## config.mk

```make
export PLATFORM = sky130hd
export DESIGN_NAME = id_ex_stage_flat
export DESIGN_NICKNAME = d
export VERILOG_FILES = /design/src/rtl/id_ex_stage_if.sv /design/src/rtl/id_ex_stage.sv /design/src/flat_wrapper.sv
export SDC_FILE = /design/constraint.sdc
export NUM_CORES = 1
export LEC_CHECK = 0
export ABC_AREA = 1
export BUFFER_PORTS_ARGS = -buffer_cell sky130_fd_sc_hd__buf_2
export CAP_MARGIN = 20
export CORE_ASPECT_RATIO = 0.5
export CORE_MARGIN = 1
export CORE_UTILIZATION = 50
export DETAILED_ROUTE_END_ITERATION = 10
export PLACE_DENSITY = 0.9
export SETUP_SLACK_MARGIN = 0.5
export SLEW_MARGIN = 20
export SYNTH_ARGS = -nofsm -noshare
export SYNTH_HDL_FRONTEND = slang
export SYNTH_SLANG_ARGS = --single-unit
```

## constraint.sdc

```tcl
create_clock -name clk -period 2.4 [get_ports clk]
set_clock_uncertainty 0.05 [all_clocks]
set_input_delay 0.12 -clock clk [delete_from_list [all_inputs] [get_ports clk]]
set_output_delay 0.12 -clock clk [all_outputs]
set_load 0.1 [all_outputs]
```

## src/rtl/id_ex_stage_if.sv

```systemverilog
// ID/EX stage bus: decode-side inputs, forwarding taps from MEM/WB and the
// registered EX-side outputs. The pipeline controller drives the master side.
interface id_ex_stage_if;
   logic        stall;
   logic        flush;
   logic        id_valid;
   logic [31:0] id_instr;
   logic [31:0] id_pc;
   logic [31:0] id_rs1_data;
   logic [31:0] id_rs2_data;
   logic [31:0] id_imm;
   logic [4:0]  mem_rd;
   logic [4:0]  wb_rd;
   logic        mem_reg_write;
   logic        wb_reg_write;
   logic [31:0] mem_result;
   logic [31:0] wb_result;
   logic        ex_valid;
   logic [31:0] ex_A;
   logic [31:0] ex_B;
   logic [3:0]  ex_ALUControl;
   logic [4:0]  ex_rd;
   logic        ex_reg_write;
   logic        ex_illegal;

   modport master (
      output stall, flush, id_valid, id_instr, id_pc, id_rs1_data, id_rs2_data,
             id_imm, mem_rd, wb_rd, mem_reg_write, wb_reg_write, mem_result,
             wb_result,
      input  ex_valid, ex_A, ex_B, ex_ALUControl, ex_rd, ex_reg_write, ex_illegal
   );

   modport slave (
      input  stall, flush, id_valid, id_instr, id_pc, id_rs1_data, id_rs2_data,
             id_imm, mem_rd, wb_rd, mem_reg_write, wb_reg_write, mem_result,
             wb_result,
      output ex_valid, ex_A, ex_B, ex_ALUControl, ex_rd, ex_reg_write, ex_illegal
   );
endinterface

```

## src/rtl/id_ex_stage.sv

```systemverilog
// ID/EX pipeline register for an RV32I-style core: decodes the ALU operation,
// operand sources and write-enable, registers them with flush/stall control,
// and presents ALU operands selected (and optionally forwarded) after the
// register. Optional feature macro: FORWARDING_EN enables MEM/WB operand
// forwarding and refresh of held operands from WB while stalled.
module id_ex_stage (
   input  logic         clk,
   input  logic         rst_n,
   id_ex_stage_if.slave bus
);
   localparam logic [6:0] OPC_OP     = 7'b0110011;
   localparam logic [6:0] OPC_OPIMM  = 7'b0010011;
   localparam logic [6:0] OPC_LOAD   = 7'b0000011;
   localparam logic [6:0] OPC_STORE  = 7'b0100011;
   localparam logic [6:0] OPC_LUI    = 7'b0110111;
   localparam logic [6:0] OPC_AUIPC  = 7'b0010111;
   localparam logic [6:0] OPC_JAL    = 7'b1101111;
   localparam logic [6:0] OPC_JALR   = 7'b1100111;
   localparam logic [6:0] OPC_BRANCH = 7'b1100011;

   localparam logic [3:0] ALU_ADD = 4'b0000;
   localparam logic [3:0] ALU_SUB = 4'b1001;

   typedef enum logic [1:0] {A_RS1, A_ZERO, A_PC}  asel_t;
   typedef enum logic [1:0] {B_RS2, B_IMM, B_FOUR} bsel_t;

   // funct3 -> ALU code; funct7[5] picks sub (register form only) or sra.
   function automatic logic [3:0] f3_to_alu(input logic [2:0] f3,
                                            input logic       alt,
                                            input logic       is_reg);
      case (f3)
         3'b000:  return (is_reg && alt) ? ALU_SUB : ALU_ADD;
         3'b001:  return 4'b0001;
         3'b010:  return 4'b0010;
         3'b011:  return 4'b0011;
         3'b100:  return 4'b0100;
         3'b101:  return alt ? 4'b0110 : 4'b0101;
         3'b110:  return 4'b0111;
         default: return 4'b1000;
      endcase
   endfunction

   logic [6:0]  w_opc;
   logic [3:0]  w_alu;
   logic        w_we;
   logic        w_ill;
   asel_t       w_asel;
   bsel_t       w_bsel;

   logic        r_vld_p1;
   logic        r_we_p1;
   logic        r_ill_p1;
   logic [3:0]  r_alu_p1;
   logic [4:0]  r_rd_p1;
   logic [4:0]  r_rs1_p1;
   logic [4:0]  r_rs2_p1;
   logic [31:0] r_rs1_data_p1;
   logic [31:0] r_rs2_data_p1;
   logic [31:0] r_pc_p1;
   logic [31:0] r_imm_p1;
   asel_t       r_asel_p1;
   bsel_t       r_bsel_p1;

   logic [31:0] w_src1;
   logic [31:0] w_src2;

   assign w_opc = bus.id_instr[6:0];

   // Decode ALU operation, operand sources and write-enable from the ID instruction.
   // Unsupported opcodes keep the rs1/rs2 operand selection so nothing else changes.
   always_comb begin
      w_alu  = ALU_ADD;
      w_we   = 1'b0;
      w_ill  = 1'b0;
      w_asel = A_RS1;
      w_bsel = B_RS2;
      case (w_opc)
         OPC_OP: begin
            w_alu = f3_to_alu(bus.id_instr[14:12], bus.id_instr[30], 1'b1);
            w_we  = 1'b1;
         end
         OPC_OPIMM: begin
            w_alu  = f3_to_alu(bus.id_instr[14:12], bus.id_instr[30], 1'b0);
            w_we   = 1'b1;
            w_bsel = B_IMM;
         end
         OPC_LOAD: begin
            w_we   = 1'b1;
            w_bsel = B_IMM;
         end
         OPC_STORE: begin
            w_bsel = B_IMM;
         end
         OPC_LUI: begin
            w_we   = 1'b1;
            w_asel = A_ZERO;
            w_bsel = B_IMM;
         end
         OPC_AUIPC: begin
            w_we   = 1'b1;
            w_asel = A_PC;
            w_bsel = B_IMM;
         end
         OPC_JAL, OPC_JALR: begin
            w_we   = 1'b1;
            w_asel = A_PC;
            w_bsel = B_FOUR;
         end
         OPC_BRANCH: begin
            w_alu = ALU_SUB;
         end
         default: begin
            w_ill = 1'b1;
         end
      endcase
   end

   // EX stage register: flush inserts a bubble, stall holds, otherwise capture ID.
   always_ff @(posedge clk or negedge rst_n) begin
      if (!rst_n) begin
         r_vld_p1      <= 1'b0;
         r_we_p1       <= 1'b0;
         r_ill_p1      <= 1'b0;
         r_alu_p1      <= 4'b0000;
         r_rd_p1       <= 5'd0;
         r_rs1_p1      <= 5'd0;
         r_rs2_p1      <= 5'd0;
         r_rs1_data_p1 <= 32'd0;
         r_rs2_data_p1 <= 32'd0;
         r_pc_p1       <= 32'd0;
         r_imm_p1      <= 32'd0;
         r_asel_p1     <= A_RS1;
         r_bsel_p1     <= B_RS2;
      end else if (bus.flush) begin
         r_vld_p1 <= 1'b0;
         r_we_p1  <= 1'b0;
         r_ill_p1 <= 1'b0;
      end else if (bus.stall) begin
`ifdef FORWARDING_EN
         // A held operand whose producer retires from WB now would otherwise be lost.
         if (r_asel_p1 == A_RS1 && bus.wb_reg_write &&
             bus.wb_rd == r_rs1_p1 && r_rs1_p1 != 5'd0)
            r_rs1_data_p1 <= bus.wb_result;
         if (r_bsel_p1 == B_RS2 && bus.wb_reg_write &&
             bus.wb_rd == r_rs2_p1 && r_rs2_p1 != 5'd0)
            r_rs2_data_p1 <= bus.wb_result;
`endif
      end else begin
         r_vld_p1      <= bus.id_valid;
         r_we_p1       <= w_we;
         r_ill_p1      <= w_ill;
         r_alu_p1      <= w_alu;
         r_rd_p1       <= bus.id_instr[11:7];
         r_rs1_p1      <= bus.id_instr[19:15];
         r_rs2_p1      <= bus.id_instr[24:20];
         r_rs1_data_p1 <= bus.id_rs1_data;
         r_rs2_data_p1 <= bus.id_rs2_data;
         r_pc_p1       <= bus.id_pc;
         r_imm_p1      <= bus.id_imm;
         r_asel_p1     <= w_asel;
         r_bsel_p1     <= w_bsel;
      end
   end

   // Register operand values: MEM result beats WB result beats captured data; x0 never forwards.
   always_comb begin
      w_src1 = r_rs1_data_p1;
      w_src2 = r_rs2_data_p1;
`ifdef FORWARDING_EN
      if (bus.mem_reg_write && bus.mem_rd == r_rs1_p1 && r_rs1_p1 != 5'd0)
         w_src1 = bus.mem_result;
      else if (bus.wb_reg_write && bus.wb_rd == r_rs1_p1 && r_rs1_p1 != 5'd0)
         w_src1 = bus.wb_result;
      if (bus.mem_reg_write && bus.mem_rd == r_rs2_p1 && r_rs2_p1 != 5'd0)
         w_src2 = bus.mem_result;
      else if (bus.wb_reg_write && bus.wb_rd == r_rs2_p1 && r_rs2_p1 != 5'd0)
         w_src2 = bus.wb_result;
`endif
   end

`ifndef FORWARDING_EN
   logic w_unused_fwd;
   assign w_unused_fwd = ^{bus.mem_rd, bus.wb_rd, bus.mem_reg_write, bus.wb_reg_write,
                           bus.mem_result, bus.wb_result, r_rs1_p1, r_rs2_p1};
`endif
   logic w_unused_instr;
   assign w_unused_instr = ^{bus.id_instr[31], bus.id_instr[29:25]};

   // Final operand muxes by the registered source selects.
   always_comb begin
      case (r_asel_p1)
         A_ZERO:  bus.ex_A = 32'd0;
         A_PC:    bus.ex_A = r_pc_p1;
         default: bus.ex_A = w_src1;
      endcase
      case (r_bsel_p1)
         B_IMM:   bus.ex_B = r_imm_p1;
         B_FOUR:  bus.ex_B = 32'd4;
         default: bus.ex_B = w_src2;
      endcase
   end

   assign bus.ex_valid      = r_vld_p1;
   assign bus.ex_reg_write  = r_vld_p1 & r_we_p1;
   assign bus.ex_illegal    = r_ill_p1;
   assign bus.ex_ALUControl = r_alu_p1;
   assign bus.ex_rd         = r_rd_p1;
endmodule

```

## src/flat_wrapper.sv

```systemverilog
// flat-port wrapper written by rule: the top's interface ports become plain ports
module id_ex_stage_flat 
  (clk, rst_n, bus_stall, bus_flush, bus_id_valid, bus_id_instr, bus_id_pc, bus_id_rs1_data, bus_id_rs2_data, bus_id_imm, bus_mem_rd, bus_wb_rd, bus_mem_reg_write, bus_wb_reg_write, bus_mem_result, bus_wb_result, bus_ex_valid, bus_ex_A, bus_ex_B, bus_ex_ALUControl, bus_ex_rd, bus_ex_reg_write, bus_ex_illegal);
  id_ex_stage_if bus_i ();
  input  logic clk;
  input  logic rst_n;
  input wire logic [$bits(bus_i.stall)-1:0] bus_stall;
  input wire logic [$bits(bus_i.flush)-1:0] bus_flush;
  input wire logic [$bits(bus_i.id_valid)-1:0] bus_id_valid;
  input wire logic [$bits(bus_i.id_instr)-1:0] bus_id_instr;
  input wire logic [$bits(bus_i.id_pc)-1:0] bus_id_pc;
  input wire logic [$bits(bus_i.id_rs1_data)-1:0] bus_id_rs1_data;
  input wire logic [$bits(bus_i.id_rs2_data)-1:0] bus_id_rs2_data;
  input wire logic [$bits(bus_i.id_imm)-1:0] bus_id_imm;
  input wire logic [$bits(bus_i.mem_rd)-1:0] bus_mem_rd;
  input wire logic [$bits(bus_i.wb_rd)-1:0] bus_wb_rd;
  input wire logic [$bits(bus_i.mem_reg_write)-1:0] bus_mem_reg_write;
  input wire logic [$bits(bus_i.wb_reg_write)-1:0] bus_wb_reg_write;
  input wire logic [$bits(bus_i.mem_result)-1:0] bus_mem_result;
  input wire logic [$bits(bus_i.wb_result)-1:0] bus_wb_result;
  output wire logic [$bits(bus_i.ex_valid)-1:0] bus_ex_valid;
  output wire logic [$bits(bus_i.ex_A)-1:0] bus_ex_A;
  output wire logic [$bits(bus_i.ex_B)-1:0] bus_ex_B;
  output wire logic [$bits(bus_i.ex_ALUControl)-1:0] bus_ex_ALUControl;
  output wire logic [$bits(bus_i.ex_rd)-1:0] bus_ex_rd;
  output wire logic [$bits(bus_i.ex_reg_write)-1:0] bus_ex_reg_write;
  output wire logic [$bits(bus_i.ex_illegal)-1:0] bus_ex_illegal;
  assign bus_i.stall = bus_stall;
  assign bus_i.flush = bus_flush;
  assign bus_i.id_valid = bus_id_valid;
  assign bus_i.id_instr = bus_id_instr;
  assign bus_i.id_pc = bus_id_pc;
  assign bus_i.id_rs1_data = bus_id_rs1_data;
  assign bus_i.id_rs2_data = bus_id_rs2_data;
  assign bus_i.id_imm = bus_id_imm;
  assign bus_i.mem_rd = bus_mem_rd;
  assign bus_i.wb_rd = bus_wb_rd;
  assign bus_i.mem_reg_write = bus_mem_reg_write;
  assign bus_i.wb_reg_write = bus_wb_reg_write;
  assign bus_i.mem_result = bus_mem_result;
  assign bus_i.wb_result = bus_wb_result;
  assign bus_ex_valid = bus_i.ex_valid;
  assign bus_ex_A = bus_i.ex_A;
  assign bus_ex_B = bus_i.ex_B;
  assign bus_ex_ALUControl = bus_i.ex_ALUControl;
  assign bus_ex_rd = bus_i.ex_rd;
  assign bus_ex_reg_write = bus_i.ex_reg_write;
  assign bus_ex_illegal = bus_i.ex_illegal;
  id_ex_stage u_core (.clk(clk), .rst_n(rst_n), .bus(bus_i));
endmodule
```

==> reports/qor.csv, run 1 <==
metric,value,unit
"share of synthesized cell area in full adder, half adder and majority cells",0.589,%
H-tree Lvls,4,
Post-Syn Area,0.00637,mm²
clock root buffer,clkbuf_16,
die boundary width,162,µm
"post-synthesis share of cell area spent on and, or, nand and nor gates",18.6,%
run status,did not finish,
Mapped Nets,1015,
post-synthesis instance total,771,
number of clock sinks,144,
post-place instance area,0.00895,mm²
starting utilization of the core area,52.5,%
async set-reset flop share out of synthesis,100,%
standard-cell row count,28,
stage at which the run stopped,5_1_grt,
Synth area leader,dfrtp_1,
number of storage elements in the synthesis netlist,144,
synth warn,0,
maximum number of pins on one net before global-route repair,241,
Post-Syn Area per Cell,8.26,µm²
dominant combinational cell family by area after synthesis,simple AND/OR/NAND/NOR gates,
TritonCTS Buffers,17,
compound-cell area share of the yosys netlist,14.2,%
Detailed Place HPWL,11.8,mm
xor/xnor cell area share of the yosys netlist,0,%
Ports,317,
IO buf count,224,
type of the worst endpoint after the last repair,output port,
dominant register cell in the synthesized netlist,dfrtp_1,
largest cells by area after synthesis,"dfrtp_1 57%, nand2_1 14%, o21ai_0 10%",
commonest cells in the netlist,"240 x nand2_1, 144 x dfrtp_1, 127 x o21ai_0",
vertical extent of the die,81.8,µm
"EDFF count, synth",0,
distinct cell type count after synthesis,22,
Worst EP post-GRT repair,bus_ex_B[8],
area share of the largest cell type after synthesis,56.6,%
error msg,"[ERROR DPL-0038] Utilization greater than 100%, impossible to legalize",
part of the Yosys area used for sequential elements,56.6,%
"count leader, synth",nand2_1,
CTS max path bufs,2,
routability-driven placement congestion ratio,0.812,
multiplexer area fraction after synthesis,0,%
[per-stage QoR]
| step | setup WS (ns) | hold WS (ns) | TNS (ns) | cells |
|---|---|---|---|---|
| 2_1_floorplan | -0.105 | -0.226 | -2.90 | 771 |
| 3_3_place_gp | 0.242 | 0.129 | 0 | 1127 |
| 3_5_place_dp | 0.218 | 0.135 | 0 | 1127 |
| 4_1_cts | 0.325 | 0.0110 | 0 | 1320 |
[cells by family after synthesis]
group | count (synthesis)
AO/OA/AOI/OAI | 172
adder cells (fa/ha/maj) | 3
buffers and inverters | 157
flip-flops | 144
AND/OR/NAND/NOR | 295
[repair_timing]
| action | 4_1_cts |
|---|---|
| resized for setup | 124 |
| setup endpoints to repair | 64 |
| setup buffers | 16 |
| hold buffers | 138 |
| hold endpoints to repair | 209 |
| cloned | 7 |
| pin swaps | 34 |
==> run 2, diff against run 1 <==
CORE_ASPECT_RATIO = unset   (was 0.5)
CORE_UTILIZATION = 40   (was 50)
PLACE_DENSITY = unset   (was 0.9)
PLACE_DENSITY_LB_ADDON = 0.15   (was unset)
SETUP_SLACK_MARGIN = unset   (was 0.5)
==> run 2 against run 1 <==
Effect of this change: the flow now finishes without violations; synthesized cell count did not move; area after synthesis stayed put.
==> reports/qor.csv, run 2 <==
metric,value,unit,change
number of storage elements in the synthesis netlist,144,,unchanged
post-route antenna net violation count,0,,
Worst Path Arrival,2.14,ns,
"count leader, synth",nand2_1,,
post-place instance area,0.00847,mm²,-5.3%
largest cells by area after synthesis,"dfrtp_1 57%, nand2_1 14%, o21ai_0 10%",,
Synth area leader,dfrtp_1,,
die boundary width,128,µm,-21%
final slew viol count,0,,
run status,finished clean,,
TritonCTS clock tree,done,,
TritonCTS Buffers,17,,unchanged
classification of the worst-slack hold path,input pin to register,,
xor/xnor cell area share of the yosys netlist,0,%,unchanged
"share of synthesized cell area in full adder, half adder and majority cells",0.589,%,unchanged
async set-reset flop share out of synthesis,100,%,unchanged
"commonest cells after routing, fill and taps aside","239 x nand2_1, 188 x buf_2, 144 x dfrtp_1, 141 x dlygate4sd3_1, 108 x inv_1",,
Post-Syn Area,0.00637,mm²,unchanged
nature of the critical path endpoint,output pin,,
"Hold Vio Cnt, Final",0,,
starting utilization of the core area,41.4,%,-11 points
CTS max path bufs,2,,unchanged
PwrDens,820,mW/mm²,
residual overflow from global routing,0,,
min setup slack post-route,0.0861,ns,
violation count after the first detailed-route iteration,341,,
standard-cell row count,45,,+61%
Worst-Margin Slew,0.685,ns,
IO buf count,224,,unchanged
Antenna Diode Count,0,,
total number of nets in the final design,1365,,
"EDFF count, synth",0,,unchanged
Setup TNS Final,0,ns,
multiplexer area fraction after synthesis,0,%,unchanged
"post-synthesis share of cell area spent on and, or, nand and nor gates",18.6,%,unchanged
H-tree Lvls,4,,unchanged
number of vias per cell after detailed routing,4.70,,
synth-to-layout area growth,65.3,%,
post-route DRC violation count,0,,
area of the die,0.0164,mm²,
Detailed Place HPWL,11.0,mm,-6.3%
Peak Freq,432,MHz,
compound-cell area share of the yosys netlist,14.2,%,unchanged
routability-driven placement congestion ratio,0.764,,-5.8%
Mapped Nets,1015,,unchanged
part of the Yosys area used for sequential elements,56.6,%,unchanged
Final Setup Violations,0,,
synth warn,0,,unchanged
overall track demand over capacity in global routing,24.0,%,
maximum number of pins on one net before global-route repair,186,,
Final Total Pwr,8.63,mW,
Final Routed Wirelength,18.8,mm,
average detailed-routed wire length per instance,14.0,µm,
Skew-Pair Late Insertion Delay,0.42,ns,
dominant register cell in the synthesized netlist,dfrtp_1,,
part of the cycle the worst path needs,96.4,%,
final design instance area without fill,0.0105,mm²,
setup repair after global routing missed its margin,no,,
CTS clock-pin slew for the worst setup and hold paths,0.06,ns,
Max VDD drop,0.000466,V,
number of max-cap violations,0,,
maximum fanout encountered on the critical timing path,32,,
Post-Syn Area per Cell,8.26,µm²,unchanged
Ports,317,,unchanged
area share of the largest cell type after synthesis,56.6,%,unchanged
clock root buffer,clkbuf_16,,
worst rel slew slack,54.3,%,
router iterations before antenna repair,5,,
worst setup slack after placement,0.459,ns,+0.242 ns
dominant combinational cell family by area after synthesis,simple AND/OR/NAND/NOR gates,,
"commonest non-fill, non-tap cell in the layout",nand2_1,,
Final min period,2.31,ns,
initial antenna violation count,0,,
placeable core area,0.0154,mm²,
first-pass GRT wire length,30.6,mm,
commonest cells in the netlist,"240 x nand2_1, 144 x dfrtp_1, 127 x o21ai_0",,
post-synthesis instance total,771,,unchanged
vertical extent of the die,128,µm,+57%
critical path startpoint category,register,,
cell leakage power,5.25,nW,
distinct cell type count after synthesis,22,,unchanged
type of the worst setup path,register to output pin,,
Filler Cells Inserted,1186,,
number of clock sinks,144,,unchanged
routed vias,6326,,
share of final-layout standard cells stronger than drive strength 1,29.5,%,
vias in the first global route,6460,,
critical path data required time,2.23,ns,
## run 2: cell type report
type | count | area, µm² | share of cell area (%)
Sequential cell | 144 | 3600 | 34.2
Timing Repair Buffer | 376 | 3200 | 30.4
Multi-Input combinational cell | 470 | 2440 | 23.2
Clock buffer | 18 | 439 | 4.17
Inverter | 112 | 423 | 4.02
Tap cell | 211 | 264 | 2.51
Clock inverter | 14 | 165 | 1.57
## run 2: metal layers
layer / global-route usage [%] / wire (µm) / vias to the layer above
li1: - / - / 3136
met1: 28.7 / 7970 / 2959
met2: 40.3 / 9180 / 198
met3: 6.80 / 1200 / 33
met4: 10.1 / 424 / 0
met5: 0 / 0 / -
## run 2: worst max-delay path: stages, from the launching register on
cell	delay, ns
dfrtp_1	0.39
ha_1	0.28
clkinv_1	0.10
buf_6	0.24
o22ai_2	0.22
buf_2	0.45
## run 2: where the power goes
part / internal [mW] / total [mW] / switching [mW]
logic: 0.930 / 3.11 / 2.18
registers: 2.72 / 2.82 / 0.105
clock network: 1.66 / 2.70 / 1.04
## run 2: path summary, 6_finish.rpt
kind,to,depth (start not counted),slack (ns),from
setup / recovery,bus_ex_A[10],5,0.09,u_core.r_asel_p1[1]
hold / removal,u_core.bus.ex_illegal,5,0.01,bus_stall
setup reg to reg,u_core.r_rs1_data_p1[10],2,1.54,u_core.r_rs1_data_p1[10]
hold reg to reg,u_core.r_rs2_data_p1[2],2,0.42,u_core.r_rs2_data_p1[2]
max in group asynchronous,u_core.r_rs2_data_p1[4],3,1.42,rst_n
min in group asynchronous,u_core.r_rs1_data_p1[22],2,0.18,rst_n
## run 2: kinds of logic after synthesis
family / Yosys count
and+or+nand+nor: 295
adders and majority gates: 3
buffers and inverters: 157
DFF: 144
AOI/OAI and AO/OA: 172
## run 2: per-stage QoR
stage,std cells,hold WS (ns),util (%)
floorplan,771,-0.226,-
global placement,1171,0.0810,55.1
detailed placement,1171,0.0762,55.1
CTS,1344,0.00477,68.2
global route,1345,0.0199,68.5
finish,1345,0.0149,68.5
## run 2: repair_timing
| item | CTS | global route |
|---|---|---|
| gates resized for setup | 1 | 6 |
| hold endpoints to repair | 195 | 0 |
| setup endpoints to repair | 1 | 52 |
| hold buffers | 141 | 0 |
| gates cloned | 0 | 1 |
| buffers inserted | 0 | 0 |
Note: power is estimated with default switching activity, not from simulation.
